==> src/rtl/bin2dec_pkg.sv <==
`default_nettype none
// ============================================================================
// Module  : bin2dec_pkg
// Purpose : Shared types, ASCII constants and the digit-count helper for the
//           bin2dec_stream binary-to-decimal ASCII streamer.
// Contents: state_t  - converter state encoding
//           ndig()   - decimal digits needed to print 2^data_w-1
//           ASCII_*  - character constants
// Revision: 1.0 - initial release
// ============================================================================
package bin2dec_pkg;

    typedef enum logic [1:0] {
        IDLE    = 2'd0,
        CONVERT = 2'd1,
        EMIT    = 2'd2,
        EOL     = 2'd3
    } state_t;

    localparam logic [7:0] ASCII_ZERO  = 8'h30;
    localparam logic [7:0] ASCII_MINUS = 8'h2D;
    localparam logic [7:0] ASCII_CR    = 8'h0D;
    localparam logic [7:0] ASCII_LF    = 8'h0A;

    // Digits of the largest unsigned value representable in data_w bits.
    function automatic int ndig(input int data_w);
        logic [63:0] v;
        int          n;
        v = (data_w >= 64) ? {64{1'b1}} : ((64'd1 << data_w) - 64'd1);
        n = 0;
        while (v != 64'd0) begin
            v = v / 64'd10;
            n++;
        end
        return (n < 1) ? 1 : n;
    endfunction

endpackage
`default_nettype wire

==> src/rtl/bin2dec_dabble_step.sv <==
`default_nettype none
// ============================================================================
// Module  : bin2dec_dabble_step
// Purpose : One combinational double-dabble iteration: every BCD nibble >= 5
//           gets +3, then the vector shifts left by one taking bit_i as LSB.
// Ports   : bcd_i [4*NDIG] - current packed BCD digits (digit 0 in LSBs)
//           bit_i          - next binary bit, MSB first
//           bcd_o [4*NDIG] - BCD after adjust and shift
// Revision: 1.0 - initial release
// ============================================================================
module bin2dec_dabble_step #(
    parameter int NDIG = 5
) (
    input  logic [4*NDIG-1:0] bcd_i,
    input  logic              bit_i,
    output logic [4*NDIG-1:0] bcd_o
);

    logic [4*NDIG-1:0] w_adj;
    // NDIG is sized for the full input range, so the bit shifted out of the
    // top digit is always zero and is intentionally discarded.
    logic              w_unused_msb;

    for (genvar g = 0; g < NDIG; g++) begin : g_digit
        assign w_adj[4*g +: 4] = (bcd_i[4*g +: 4] >= 4'd5) ? (bcd_i[4*g +: 4] + 4'd3)
                                                           : bcd_i[4*g +: 4];
    end

    assign w_unused_msb = w_adj[4*NDIG-1];
    assign bcd_o        = {w_adj[4*NDIG-2:0], bit_i};

endmodule
`default_nettype wire

==> src/rtl/bin2dec_stream.sv <==
`default_nettype none
// ============================================================================
// Module  : bin2dec_stream
// Purpose : Captures a DATA_W-bit word on start/ready, converts it to BCD one
//           bit per cycle, then streams ASCII decimal digits MSB first over a
//           valid/ready interface with a last flag.
// Ports   : clk, rst (sync, active-high)
//           start, hex_data[DATA_W], ready         - request side
//           ascii_data[8], valid, ascii_ready, last - character stream side
// Params  : DATA_W (4..64), SIGNED (leading '-'), LEAD_ZERO (zero padding)
// Options : define BIN2DEC_STREAM_EOL_EN to append CR LF after each number;
//           last then marks the LF instead of digit 0.
// Revision: 1.0 - initial release
// ============================================================================
module bin2dec_stream
    import bin2dec_pkg::*;
#(
    parameter int DATA_W    = 16,
    parameter int SIGNED    = 0,
    parameter int LEAD_ZERO = 0
) (
    input  logic              clk,
    input  logic              rst,
    input  logic              start,
    input  logic [DATA_W-1:0] hex_data,
    output logic              ready,
    output logic [7:0]        ascii_data,
    output logic              valid,
    input  logic              ascii_ready,
    output logic              last
);

    localparam int NDIG  = ndig(DATA_W);
    localparam int PTR_W = (NDIG > 1) ? $clog2(NDIG) : 1;
    localparam int CNT_W = $clog2(DATA_W + 1);

    state_t              state_q, state_d;
    logic [DATA_W-1:0]   mag_q, mag_d;
    logic [4*NDIG-1:0]   bcd_q, bcd_d;
    logic [CNT_W-1:0]    cnt_q, cnt_d;
    logic [PTR_W-1:0]    ptr_q, ptr_d;
    logic                sign_q, sign_d;   // '-' still owed to the sink
`ifdef BIN2DEC_STREAM_EOL_EN
    logic                lf_q, lf_d;       // 0: CR pending, 1: LF pending
`endif

    logic [4*NDIG-1:0]   w_bcd_step;
    logic [DATA_W-1:0]   w_mag_in;
    logic                w_neg_in;
    logic [PTR_W-1:0]    w_lz_ptr;
    logic [3:0]          w_nib;
    logic                w_xfer;

    bin2dec_dabble_step #(.NDIG(NDIG)) u_step (
        .bcd_i (bcd_q),
        .bit_i (mag_q[DATA_W-1]),
        .bcd_o (w_bcd_step)
    );

    // Negation in DATA_W bits maps the most negative value onto itself,
    // which read as unsigned is exactly its magnitude.
    assign w_neg_in = (SIGNED != 0) && hex_data[DATA_W-1];
    assign w_mag_in = w_neg_in ? -hex_data : hex_data;

    // Highest non-zero digit; stays at 0 for an all-zero value so a lone '0'
    // is still printed.
    always_comb begin
        w_lz_ptr = '0;
        for (int i = 0; i < NDIG; i++) begin
            if (bcd_q[4*i +: 4] != 4'd0) begin
                w_lz_ptr = PTR_W'(i);
            end
        end
    end

    assign w_nib  = bcd_q[{ptr_q, 2'b00} +: 4];
    assign w_xfer = valid && ascii_ready;

    // Outputs decode registered state only, so they hold steady under
    // backpressure without extra holding registers.
    always_comb begin
        ready      = (state_q == IDLE);
        valid      = (state_q == EMIT) || (state_q == EOL);
        ascii_data = 8'h00;
        last       = 1'b0;
        case (state_q)
            EMIT: begin
                if (sign_q) begin
                    ascii_data = ASCII_MINUS;
                end else begin
                    ascii_data = ASCII_ZERO + {4'h0, w_nib};
`ifndef BIN2DEC_STREAM_EOL_EN
                    last       = (ptr_q == '0);
`endif
                end
            end
`ifdef BIN2DEC_STREAM_EOL_EN
            EOL: begin
                ascii_data = lf_q ? ASCII_LF : ASCII_CR;
                last       = lf_q;
            end
`endif
            default: ;
        endcase
    end

    always_comb begin
        state_d = state_q;
        mag_d   = mag_q;
        bcd_d   = bcd_q;
        cnt_d   = cnt_q;
        ptr_d   = ptr_q;
        sign_d  = sign_q;
`ifdef BIN2DEC_STREAM_EOL_EN
        lf_d    = lf_q;
`endif
        case (state_q)
            IDLE: begin
                if (start) begin
                    mag_d   = w_mag_in;
                    sign_d  = w_neg_in;
                    bcd_d   = '0;
                    cnt_d   = CNT_W'(DATA_W);
                    state_d = CONVERT;
                end
            end
            CONVERT: begin
                if (cnt_q != '0) begin
                    mag_d = {mag_q[DATA_W-2:0], 1'b0};
                    bcd_d = w_bcd_step;
                    cnt_d = cnt_q - CNT_W'(1);
                end else begin
                    // Extra cycle: the digit pointer is set from the final
                    // BCD value before the first character is presented.
                    ptr_d   = (LEAD_ZERO != 0) ? PTR_W'(NDIG - 1) : w_lz_ptr;
                    state_d = EMIT;
                end
            end
            EMIT: begin
                if (w_xfer) begin
                    if (sign_q) begin
                        sign_d = 1'b0;
                    end else if (ptr_q == '0) begin
`ifdef BIN2DEC_STREAM_EOL_EN
                        lf_d    = 1'b0;
                        state_d = EOL;
`else
                        state_d = IDLE;
`endif
                    end else begin
                        ptr_d = ptr_q - PTR_W'(1);
                    end
                end
            end
`ifdef BIN2DEC_STREAM_EOL_EN
            EOL: begin
                if (w_xfer) begin
                    if (lf_q) begin
                        state_d = IDLE;
                    end else begin
                        lf_d = 1'b1;
                    end
                end
            end
`endif
            default: state_d = IDLE;
        endcase
    end

    always_ff @(posedge clk) begin
        if (rst) begin
            state_q <= IDLE;
            mag_q   <= '0;
            bcd_q   <= '0;
            cnt_q   <= '0;
            ptr_q   <= '0;
            sign_q  <= 1'b0;
`ifdef BIN2DEC_STREAM_EOL_EN
            lf_q    <= 1'b0;
`endif
        end else begin
            state_q <= state_d;
            mag_q   <= mag_d;
            bcd_q   <= bcd_d;
            cnt_q   <= cnt_d;
            ptr_q   <= ptr_d;
            sign_q  <= sign_d;
`ifdef BIN2DEC_STREAM_EOL_EN
            lf_q    <= lf_d;
`endif
        end
    end

endmodule
`default_nettype wire
==> config.mk <==
export PLATFORM = sky130hd
export DESIGN_NAME = bin2dec_stream
export DESIGN_NICKNAME = d
export VERILOG_FILES = /design/src/rtl/bin2dec_pkg.sv /design/src/rtl/bin2dec_dabble_step.sv /design/src/rtl/bin2dec_stream.sv
export SDC_FILE = /design/constraint.sdc
export NUM_CORES = 1
export LEC_CHECK = 0
export BUFFER_PORTS_ARGS = -buffer_cell sky130_fd_sc_hd__buf_4
export CAP_MARGIN = 10
export CORE_MARGIN = 4
export CORE_UTILIZATION = 30
export DETAILED_ROUTE_END_ITERATION = 8
export HOLD_SLACK_MARGIN = 0.06
export SLEW_MARGIN = 20
export SYNTH_ARGS = -nofsm -noshare
export SYNTH_HDL_FRONTEND = slang
export SYNTH_SLANG_ARGS = --single-unit
==> constraint.sdc <==
create_clock -name clk -period 2 [get_ports clk]
set_input_delay 0.4 -clock clk [delete_from_list [all_inputs] [get_ports clk]]
set_output_delay 0.4 -clock clk [all_outputs]
set_load 0.02 [all_outputs]
# ---- Word-level counts from Yosys, hierarchy flattened
# Cells that the tools add are included.
dict set report op_classes {
  addsub 8
  n_mul 0
  div 0
  magnitude_cmp 5
  eq_ne 10
  shift 1
  n_mux 36
  n_bitwise 0
  n_reduce_logical 16
}
# operator count
set op_table {}
lappend op_table {{$mux W20} 2}
lappend op_table {{$pmux W20 S2} 1}
lappend op_table {{$mux W16} 2}
lappend op_table {{$pmux W16 S2} 1}
lappend op_table {{$mux W3} 7}
lappend op_table {{$ge A4 B3 Y1 const B} 5}
lappend op_table {{$shiftx A20 B6 Y4} 1}
lappend op_table {{$add A4 B2 Y4 const B} 4}
lappend op_table {{$mux W4} 4}
lappend op_table {{$reduce_bool A4 Y1} 4}
lappend op_table {{$mux W7} 2}
lappend op_table {{$mux W2} 6}
lappend op_table {{$ne A2 B2 Y1 const B} 6}
lappend op_table {{$mux W5} 2}
lappend op_table {{$pmux W5 S2} 1}
lappend op_table {{$reduce_and A5 Y1} 2}
lappend op_table {{$add A6 B4 Y7 const A} 1}
lappend op_table {{$pmux W2 S3} 1}
lappend op_table {{$pmux W3 S2} 1}
lappend op_table {{$reduce_and A3 Y1} 2}
lappend op_table {{$reduce_bool A2 Y1} 3}
lappend op_table {{$mux W1} 5}
lappend op_table {{$reduce_bool A5 Y1} 1}
lappend op_table {{$sub A5 B1 Y5 const B} 1}
lappend op_table {{10 further kinds} 11}
dict set report totals {
  ff_bits 47
  latchBits 0
  ramBits 0
  romBits 0
  inputBits 20
  output_inout_bits 11
  elab_cells 82
  n_memories 0
}

# ---- Longest topological paths before layout
# Gate-level depths: netlist (run 1).
dict set report logic_depth {
  depth_word 7
  mapped_depth 8
  mapped_depth_nobuf 6
}

# ---- By module
# A second synthesis (run 1) with hierarchy kept.
dict set report hier_totals {
  hier_cells 348
  area_unflattened_um2 2803.9
}
# module n_inst cells_each area_per_inst_um2 seq_area_each_um2
set by_module_without_submodules {}
lappend by_module_without_submodules {bin2dec_stream 1 271 2309.7 920.9}
lappend by_module_without_submodules {bin2dec_dabble_step 1 77 494.2 0.0}

# ---- Worst setup path after synthesis (run 1)
# OpenSTA, ideal clock, no wires.
dict set report synth_timing {
  path_type {reg-to-output}
  from {reg ptr_q[0]}
  to {out ascii_data[0]}
  t_arrival_ps 1347
  t_required_ps 1600
  setup_slack_ps 253
  stages_incl_launch_ff 5
  n_path_buf 1
  path_cell_list {dfxtp_1 -> clkbuf_1 -> mux4_2 -> nand2_1 -> a21oi_1}
}
dict set report synth_via {
  elab_chain_cells 4
}
# item line_no
set synth_rtl {}
lappend synth_rtl {{start, declared} bin2dec_stream.sv:41} ;# logic [PTR_W-1:0] ptr_q, ptr_d;
lappend synth_rtl {{start signal, assigned} bin2dec_stream.sv:186} ;# ptr_q <= ptr_d;
lappend synth_rtl {{$shiftx A20 B6 Y4} bin2dec_stream.sv:76} ;# assign w_nib = bcd_q[{ptr_q, 2'b00} +: 4];
lappend synth_rtl {{$add A6 B4 Y7} bin2dec_stream.sv:91} ;# ascii_data = ASCII_ZERO + {4'h0, w_nib};
lappend synth_rtl {{$mux W7} bin2dec_stream.sv:88} ;# if (sign_q) begin
lappend synth_rtl {{$mux W7} bin2dec_stream.sv:86} ;# case (state_q)
lappend synth_rtl {{end, declared} bin2dec_stream.sv:27} ;# output logic [7:0] ascii_data,
# No other way between the ends.

# ---- Final worst setup path (run 1)
dict set report layout_timing {
  from {reg ptr_q[0]}
  to {out ascii_data[3]}
}
# The elaborated chain is that of the path after synthesis.

==> metrics.txt, run 1 <==
status finished, final reports clean; count of buffers inserted at the top-level ports 28; data arrival time of the worst path 1.54 ns; worst slack at placement 0.0774 ns; via count of the first global-routing pass 2,189; num ports 31; Total Negative Setup Slacks 0 ns; largest net degree at the start of global routing 31; total number of vias 2,214; cells taking the most area after synthesis sky130_fd_sc_hd__dfxtp_1 (36%), sky130_fd_sc_hd__ha_1 (6.3%), sky130_fd_sc_hd__nand2_1 (5.6%); number of hold buffers added after CTS 0; Starting Density 31.0%; number of DRC violations after detailed-routing iteration 0 111; initial antenna violation count 0; Top Family by Delay on Critical Path multiplexers; DP HPWL 4610 um; Max-Slew Margin vs Limit 63.0%; Finished Cell Area 3030 sq um; mean instance size in the synthesized netlist 8.60 sq um; number of diodes 0; core region area 8260 sq um; type of destination of the critical path output port; Worst-Margin Slew 0.553 ns; number of rows created at floorplan 33; Peak Freq 517 MHz; Congestion Overflow GR 0; synthesized instance count 298; number of antenna-violating nets in the routed design 0; Worst-Skew Late Latency 0.31 ns; Critical path buffers and inverters 1; number of placed cells counting well taps 422; final cell count without fillers 431; cell type with the highest aggregate area in the netlist sky130_fd_sc_hd__dfxtp_1; final worst path period share 96.8%; type of the worst setup path reg -> out; Inserted Clock Buffers 5; maximum vdd drop 0.306 mV; root buffer selected by CTS sky130_fd_sc_hd__clkbuf_8; element type at the critical path start flip-flop; slowest stage cell on the critical path sky130_fd_sc_hd__mux4_2; Total GRT Usage 13.0%; power density over cell area 708 nW/um^2; area growth from synthesis to layout 18.1%; count of different cell masters after synthesis 43; clock sinks 46; average vias per placed instance 5.14; die outline area 10,100 sq um; worst hold margin 0.344 ns; critical path, cell by cell mux4_2 > nand2_2 > a21oi_2 > buf_6; clock-pin slew on the worst setup and hold paths 0.09 ns; number of cells on the worst hold path 3; Pre-antenna DRT Iters 4; Die Span X 100 um; final weighted congestion in routability-driven placement 0.807; sequential-to-total area share from yosys stat 35.9%; kind of path behind the tightest hold check in -> reg; total number of cells along the worst setup path 4; RSZ-0062 raised after global routing yes; cell area after placement 2890 sq um; minimum clock period after layout 1.94 ns; count of endpoints failing setup in the final report 0; fraction of layout instances using a drive strength above 1 22.4%; combined area of all synthesized cells 2560 sq um; final number of hold-violating endpoints 0; #FFs+latches synth 46; first-pass GRT wire length 10,600 um; average detailed-routed wire length per instance 14.7 um; cell leakage power 1.18 nW; longest individual stage delay on the worst path 0.53 ns; number of buffers on the longest clock path 2; depth of the most critical reg-to-reg path 6; Required @ worst endpoint 1.60 ns; net count of the finished layout 358; Die Y 100 um; maxcap violations 0; clock tree from TritonCTS yes; worst-case clock skew 0.0123 ns; final wirelength 6320 um; maximum fanout count along the critical path 8; min setup slack post-route 0.0645 ns; remaining routing DRC violations 0; H-tree level count 2; Max Slew Vio Count 0; number of fill cells 869; top-area cell type share of the netlist area 35.9%; Yosys warnings 0
==> state kept, by name, summed over array words and instances (netlist names) <==
signal / count
bcd_q: 20
ptr_q: 3
cnt_q: 5
state_q: 2
mag_q: 16
==> report_power, final <==
group          leakage (nW)  switching [mW]  internal, mW
registers             0.376          0.0604         0.987
logic                 0.759           0.298         0.212
clock network        0.0452           0.337         0.247
total                  1.18           0.695          1.45
==> layout make-up <==
type                            count  area, sq um  area share (%)
Multi-Input combinational cell    216         1510            49.9
Sequential cell                    46          925            30.5
Timing Repair Buffer               38          305            10.1
Tap cell                          105          131            4.34
Clock buffer                        6         72.6            2.40
Inverter                           18         67.6            2.23
Clock inverter                      2         13.8           0.455
==> kinds of logic after synthesis <==
kind of cell	after synthesis	synth area share [%]
fa+ha+maj	13	6.35
compound gates	78	22.1
mux	9	5.47
other cells	1	0.146
simple gates	107	20.9
buf+inv	37	6.69
xor+xnor	7	2.39
flops	46	35.9
==> path summary, 6_finish.rpt <==
kind	startpoint	endpoint	slack, ns
worst max-delay path	ptr_q[0]$_SDFFE_PP0P_	ascii_data[3]	0.06
worst min register to register	mag_q[15]$_SDFFE_PP0P_	bcd_q[0]$_SDFFE_PP0P_	0.47
worst max register to register	cnt_q[0]$_SDFFE_PP0P_	bcd_q[15]$_SDFFE_PP0P_	0.21
worst min-delay path	hex_data[0]	mag_q[0]$_SDFFE_PP0P_	0.34
==> placed cells by master, fill, tap and decap left out, drive strengths merged, types with 4 or more instances in the layout <==
cell,instances
a311oi,15
mux4,4
ha,13
o21ai,13
nand2,39
nand2b,8
nor2,28
and2,4
xnor2,5
a22o,5
buf,38
mux2i,5
clkbuf,6
o22ai,5
a21oi,20
dfxtp,46
o31ai,5
a32o,6
nor3b,6
nand3,15
inv,18
==> per-stage QoR <==
stage | power (mW) | util [%]
2_1_floorplan | 1.42 | -
3_3_place_gp | 1.55 | 35.0
3_5_place_dp | 1.56 | 35.0
4_1_cts | 2.14 | 36.1
5_1_grt | 2.26 | 36.7
6_report | 2.14 | 36.7
==> cell usage after synthesis, drive strengths merged <==
library cell   n
a211oi         1
a21boi         1
a21oi         20
a221oi         1
a22o           5
a311oi        15
a31o           1
a31oi          2
a32o           6
and2           4
and2b          1
buf           10
clkbuf         9
conb           1
dfxtp         46
ha            13
inv           18
mux2i          5
mux4           4
nand2         39
nand2b         8
nand3         15
nor2          28
nor3           2
nor3b          6
nor4b          2
o211ai         1
o21ai         13
o221a          1
o22ai          5
o311ai         1
o31ai          5
or3b           1
or4b           1
xnor2          5
xor2           2
==> per-layer routing <==
| layer | GRT usage (%) | routed length, um | up-vias |
|---|---|---|---|
| met4 | 1.87 | 27 | 0 |
| met5 | 0 | 0 | - |
| met1 | 18.3 | 3070 | 1049 |
| met3 | 3.61 | 385 | 4 |
| li1 | - | - | 1111 |
| met2 | 20.2 | 2830 | 50 |
==> tightest hold or removal path, stage by stage <==
cell	delay (ns)
sky130_fd_sc_hd__buf_4	0.11
sky130_fd_sc_hd__nand2_1	0.05
sky130_fd_sc_hd__a21oi_1	0.05
==> repair_timing <==
action                                  in CTS  in global routing
pin swaps                                    0                  3
cloned                                       0                  0
setup buffers                                0                  1
resized for setup                            2                 11
endpoints found under the setup margin       4                 14
Power figures use the tool's default switching activity.
==> run 2: changes to the inputs <==
SKIP_LAST_GASP = 1   (was not set)
clock period = 2.1 ns   (was 2 ns; I/O delays follow)
==> metrics.txt, run 2 (synthesized netlist as in run 1, its figures left out) <==
maximum fanout count along the critical path 8 (unchanged); type of destination of the critical path output port; cell leakage power 1.18 nW (-0.36%); total setup buffers inserted after CTS 0 (unchanged); biggest regs bcd_q: 20 flops, mag_q: 16 flops, cnt_q: 5 flops; Max Slew Vio Count 0 (unchanged); RSZ-0062 raised after global routing no; Congestion Overflow GR 0 (unchanged); average detailed-routed wire length per instance 14.3 um (-2.5%); kind of path behind the tightest hold check in -> reg; initial antenna violation count 0 (unchanged); Finished Cell Area 2990 sq um (-1.2%); Peak Freq 502 MHz; element type at the critical path start flip-flop; Tot Pwr 2.15 mW (+0.32%); final number of hold-violating endpoints 0 (unchanged); number of buffers on the longest clock path 2 (unchanged); Required @ worst endpoint 1.68 ns (+0.08 ns); number of fill cells 848 (-2.4%); data arrival time of the worst path 1.57 ns (+0.03 ns); number of diodes 0 (unchanged); Starting Density 31.0% (unchanged); total number of vias 2,219 (+0.23%); power density over cell area 718 nW/um^2 (+1.5%); top register by number of flip-flops bcd_q; Post-CTS Resized 1 (-1); number of hold buffers added after CTS 0 (unchanged); count of endpoints failing setup in the final report 0 (unchanged); clock-pin slew on the worst setup and hold paths 0.09 ns (about the same); H-tree level count 2 (unchanged); cell area after placement 2870 sq um (-0.69%); minimum clock period after layout 1.99 ns; worst slack at placement 0.158 ns (+0.0808 ns); final wirelength 6130 um (-3.0%); min setup slack post-route 0.109 ns (+0.0447 ns); root buffer selected by CTS sky130_fd_sc_hd__clkbuf_8; average vias per placed instance 5.17 (+0.69%); commonest cells after routing, fill and taps aside sky130_fd_sc_hd__dfxtp_1 (45), sky130_fd_sc_hd__nand2_1 (38), sky130_fd_sc_hd__buf_4 (36), sky130_fd_sc_hd__nor2_1 (27), sky130_fd_sc_hd__a21oi_1 (20); Largest register FFs 20 (unchanged); clock sinks 46 (unchanged); maximum vdd drop 0.265 mV (-13%); DP HPWL 4450 um (-3.5%); Max-Slew Margin vs Limit 62.3% (-0.69 points); worst-case clock skew 0.00670 ns (-0.00556 ns); Die Span X 100 um (unchanged); FF/Latch Area 925 sq um (unchanged); final weighted congestion in routability-driven placement 0.789 (-2.3%); die outline area 10,100 sq um (unchanged); type of the worst setup path reg -> out; count of buffers inserted at the top-level ports 28 (unchanged); first-pass GRT wire length 10,300 um (-3.6%); final worst path period share 94.8%; core region area 8260 sq um (unchanged); Worst-Skew Late Latency 0.30 ns (about the same); commonest non-fill, non-tap cell in the layout sky130_fd_sc_hd__dfxtp_1; via count of the first global-routing pass 2,110 (-3.6%); clock tree from TritonCTS yes; Die Y 100 um (unchanged); net count of the finished layout 356 (-0.56%); status finished, final reports clean; area of combinational cells with multiple inputs 1490 sq um (-1.7%); Total Negative Setup Slacks 0 ns (unchanged); number of antenna-violating nets in the routed design 0 (unchanged); Pre-antenna DRT Iters 4 (unchanged); fraction of layout instances using a drive strength above 1 19.8% (-2.6 points); maxcap violations 0 (unchanged); number of DRC violations after detailed-routing iteration 0 96 (-14%); Worst-Margin Slew 0.563 ns (+0.0103 ns); remaining routing DRC violations 0 (unchanged); Inserted Clock Buffers 5 (unchanged); Total GRT Usage 12.4% (-0.51 points); number of rows created at floorplan 33 (unchanged); num ports 31 (unchanged); area growth from synthesis to layout 16.7%; largest net degree at the start of global routing 31 (unchanged)
## run 2: cell types whose count changed in the layout (fill, tap and decap cells not counted), moves of 2 or more
cell	change
sky130_fd_sc_hd__nand2_2	-3
sky130_fd_sc_hd__a21oi_2	-4
sky130_fd_sc_hd__buf_6	-2
sky130_fd_sc_hd__a21oi_1	+4
sky130_fd_sc_hd__nand2_1	+3
## run 2: final timing paths
check,endpoint,startpoint,cells past startpoint,slack (ns)
max,ascii_data[1],ptr_q[0]$_SDFFE_PP0P_,4,0.11
min reg2reg,bcd_q[0]$_SDFFE_PP0P_,mag_q[15]$_SDFFE_PP0P_,2,0.47
max reg2reg,bcd_q[14]$_SDFFE_PP0P_,cnt_q[0]$_SDFFE_PP0P_,5,0.14
min,mag_q[0]$_SDFFE_PP0P_,hex_data[0],3,0.36
## run 2: metrics by stage
stage | utilization, % | hold WS [ns] | instances
finish | 36.2 | 0.359 | 429
global route | 36.2 | 0.380 | 429
CTS | 36.1 | 0.356 | 429
detailed placement | 34.7 | 0.453 | 421
global placement | 34.7 | 0.444 | 421
floorplan | - | 0.432 | 299
## run 2: power by group
| group | switching, mW | internal [mW] |
|---|---|---|
| Sequential | 0.0593 | 0.940 |
| Combinational | 0.275 | 0.184 |
| Clock | 0.332 | 0.357 |
| Total | 0.667 | 1.48 |
## run 2: cell type report
type                            count  area share, %
Clock buffer                        5           2.30
Clock inverter                      3           1.46
Inverter                           18           2.26
Multi-Input combinational cell    216           49.6
Sequential cell                    46           30.9
Tap cell                          105           4.39
Timing Repair Buffer               36           9.03
## run 2: worst max-delay path: stages, from the launching register on
cell                      delay (ns)
sky130_fd_sc_hd__dfxtp_4        0.42
sky130_fd_sc_hd__mux4_2         0.52
sky130_fd_sc_hd__nand2_1        0.10
sky130_fd_sc_hd__a21oi_1        0.06
sky130_fd_sc_hd__buf_4          0.15
## run 2: per-layer routing
metal  wire (um)  global-route usage (%)  share of wire, %
met1        3020                    17.9                49
met2        2690                    18.9                44
met3         351                    2.50               5.7
met4          68                    3.42               1.1
met5           0                       0                 0
==> run 3: changes to the inputs <==
CORE_MARGIN = not set   (was 4)
==> metrics.txt, run 3 (synthesized netlist as in run 1, its figures left out) <==
relative contribution of sequential cells to total power 49.8% (+3.3 points); worst slack at placement 0.180 ns (+0.0221 ns); Internal 1.36 mW (-8.4%); core utilization of the finished layout 35.7% (-0.50 points); data arrival time of the worst path 1.56 ns (about the same); power density over cell area 680 nW/um^2 (-5.4%); final number of hold-violating endpoints 0 (unchanged); status finished, final reports clean; Congestion Overflow GR 0 (unchanged); final weighted congestion in routability-driven placement 0.842 (+6.7%); busiest metal layer after global routing met2; die outline area 8920 sq um (-12%); commonest cells after routing, fill and taps aside sky130_fd_sc_hd__dfxtp_1 (45), sky130_fd_sc_hd__nand2_1 (38), sky130_fd_sc_hd__buf_4 (35), sky130_fd_sc_hd__nor2_1 (27), sky130_fd_sc_hd__a21oi_1 (20); net count of the finished layout 355 (-0.28%); first-pass GRT wire length 10,300 um (+0.27%); root buffer selected by CTS sky130_fd_sc_hd__clkbuf_8; share of power burned in the clock network 27.6% (-4.5 points); H-tree level count 2 (unchanged); num ports 31 (unchanged); DP HPWL 4430 um (-0.51%); number of DRC violations after detailed-routing iteration 0 129 (+34%); commonest non-fill, non-tap cell in the layout sky130_fd_sc_hd__dfxtp_1; Inserted Clock Buffers 5 (unchanged); Worst-Skew Late Latency 0.31 ns (about the same); RSZ-0062 raised after global routing no; average vias per placed instance 5.28 (+2.1%); biggest regs bcd_q: 20 flops, mag_q: 16 flops, cnt_q: 5 flops; Total GRT Usage 14.8% (+2.4 points); initial antenna violation count 0 (unchanged); maximum vdd drop 0.237 mV (-10%); remaining routing DRC violations 0 (unchanged); clock tree from TritonCTS yes; type of destination of the critical path output port; clock sinks 46 (unchanged); Max Slew Vio Count 0 (unchanged); average detailed-routed wire length per instance 14.4 um (+0.86%); number of buffers on the longest clock path 2 (unchanged); power dissipated by switching net loads 0.648 mW (-2.8%); number of antenna-violating nets in the routed design 0 (unchanged); met2 GRT Util 23.7% (+4.8 points); element type at the critical path start flip-flop; Pre-antenna DRT Iters 4 (unchanged); met3 usage 2.98% (+0.48 points); Die Y 94.4 um (-6.0%); Register-to-Register Setup Slack 0.15 ns (about the same); switching part of the total 32.3% (+1.3 points); Die Span X 94.4 um (-6.0%); largest net degree at the start of global routing 31 (unchanged); area growth from synthesis to layout 15.1%; number of diodes 0 (unchanged); Required @ worst endpoint 1.68 ns (about the same); Tot Pwr 2.01 mW (-6.7%); maxcap violations 0 (unchanged); Finished Cell Area 2950 sq um (-1.4%); clock-pin slew on the worst setup and hold paths 0.09 ns (about the same); core region area 8260 sq um (unchanged); Max-Slew Margin vs Limit 63.5% (+1.2 points); worst-case clock skew 0.00715 ns (+0.000441 ns); fraction of met1 tracks used by global routing 20.1% (+2.2 points); count of endpoints failing setup in the final report 0 (unchanged); cell area after placement 2860 sq um (-0.26%); cell leakage power 1.16 nW (-1.5%); type of the worst setup path reg -> out; Total Negative Setup Slacks 0 ns (unchanged); kind of path behind the tightest hold check in -> reg; maximum fanout count along the critical path 8 (unchanged); number of rows created at floorplan 33 (unchanged); Peak Freq 504 MHz (+0.34%); Largest register FFs 20 (unchanged); fraction of layout instances using a drive strength above 1 19.2% (-0.56 points); top register by number of flip-flops bcd_q; Starting Density 31.0% (unchanged); final worst path period share 94.5% (-0.32 points); via count of the first global-routing pass 2,119 (+0.43%); number of hold buffers added after CTS 0 (unchanged); minimum clock period after layout 1.98 ns (-0.00674 ns); total number of vias 2,260 (+1.8%); share of power burned in combinational logic 22.6% (+1.2 points); count of buffers inserted at the top-level ports 28 (unchanged); Worst-Margin Slew 0.546 ns (-0.0175 ns); min setup slack post-route 0.116 ns (+0.00674 ns); total setup buffers inserted after CTS 0 (unchanged); final wirelength 6170 um (+0.62%)
[run 3: cell count changes in the layout (fill, tap and decap cells not counted), sizes merged]
cell | before | now
buf | 36 | 35
clkinv | 1 | 2
inv | 19 | 18
bufinv | 1 | 0
clkbuf | 5 | 6
[run 3: what timing repair did]
action                     4_1_cts  5_1_grt
gates resized for setup          1        1
hold endpoints to repair         0        0
setup endpoints to repair        4        4
[run 3: area by class of cell]
class / instances / area (sq um)
clock inverter: 2 / 13.8
timing repair buffer: 35 / 263
fill: 864 / 5310
tap: 105 / 131
sequential: 46 / 925
multi-input combinational: 216 / 1480
inverter: 18 / 67.6
clock buffer: 6 / 72.6
[run 3: path summary, 6_finish.rpt]
kind,from,endpoint,depth (start not counted)
setup / recovery,ptr_q[0]$_SDFFE_PP0P_,ascii_data[3],4
hold / removal,hex_data[0],mag_q[0]$_SDFFE_PP0P_,3
setup reg to reg,cnt_q[0]$_SDFFE_PP0P_,bcd_q[7]$_SDFFE_PP0P_,6
hold reg to reg,mag_q[15]$_SDFFE_PP0P_,bcd_q[0]$_SDFFE_PP0P_,2
[run 3: layer usage]
metal / vias up / wire (um)
met1: 1081 / 2960
met2: 60 / 2780
met5: - / 0
li1: 1111 / -
met4: 0 / 66
met3: 8 / 364
[run 3: stage by stage]
step / std cells / hold slack, ns
2_1_floorplan: 299 / 0.432
3_3_place_gp: 420 / 0.449
3_5_place_dp: 420 / 0.459
4_1_cts: 428 / 0.361
5_1_grt: 428 / 0.353
6_report: 428 / 0.361
[run 3: worst max-delay path, cell delays in order (launching register included)]
cell and delay, ns:
sky130_fd_sc_hd__dfxtp_4 0.42, sky130_fd_sc_hd__mux4_2 0.51, sky130_fd_sc_hd__nand2_1 0.11, sky130_fd_sc_hd__a21oi_1 0.07, sky130_fd_sc_hd__buf_4 0.16
[run 3: power by group through the flow]
stage	clock (mW)	combinational, mW	sequential [mW]
finish	0.554	0.454	0.998
global route	0.597	0.507	1.01
detailed placement	0	0.452	1.02
floorplan	0	0.353	0.997
global placement	0	0.445	1.02
CTS	0.563	0.455	0.997
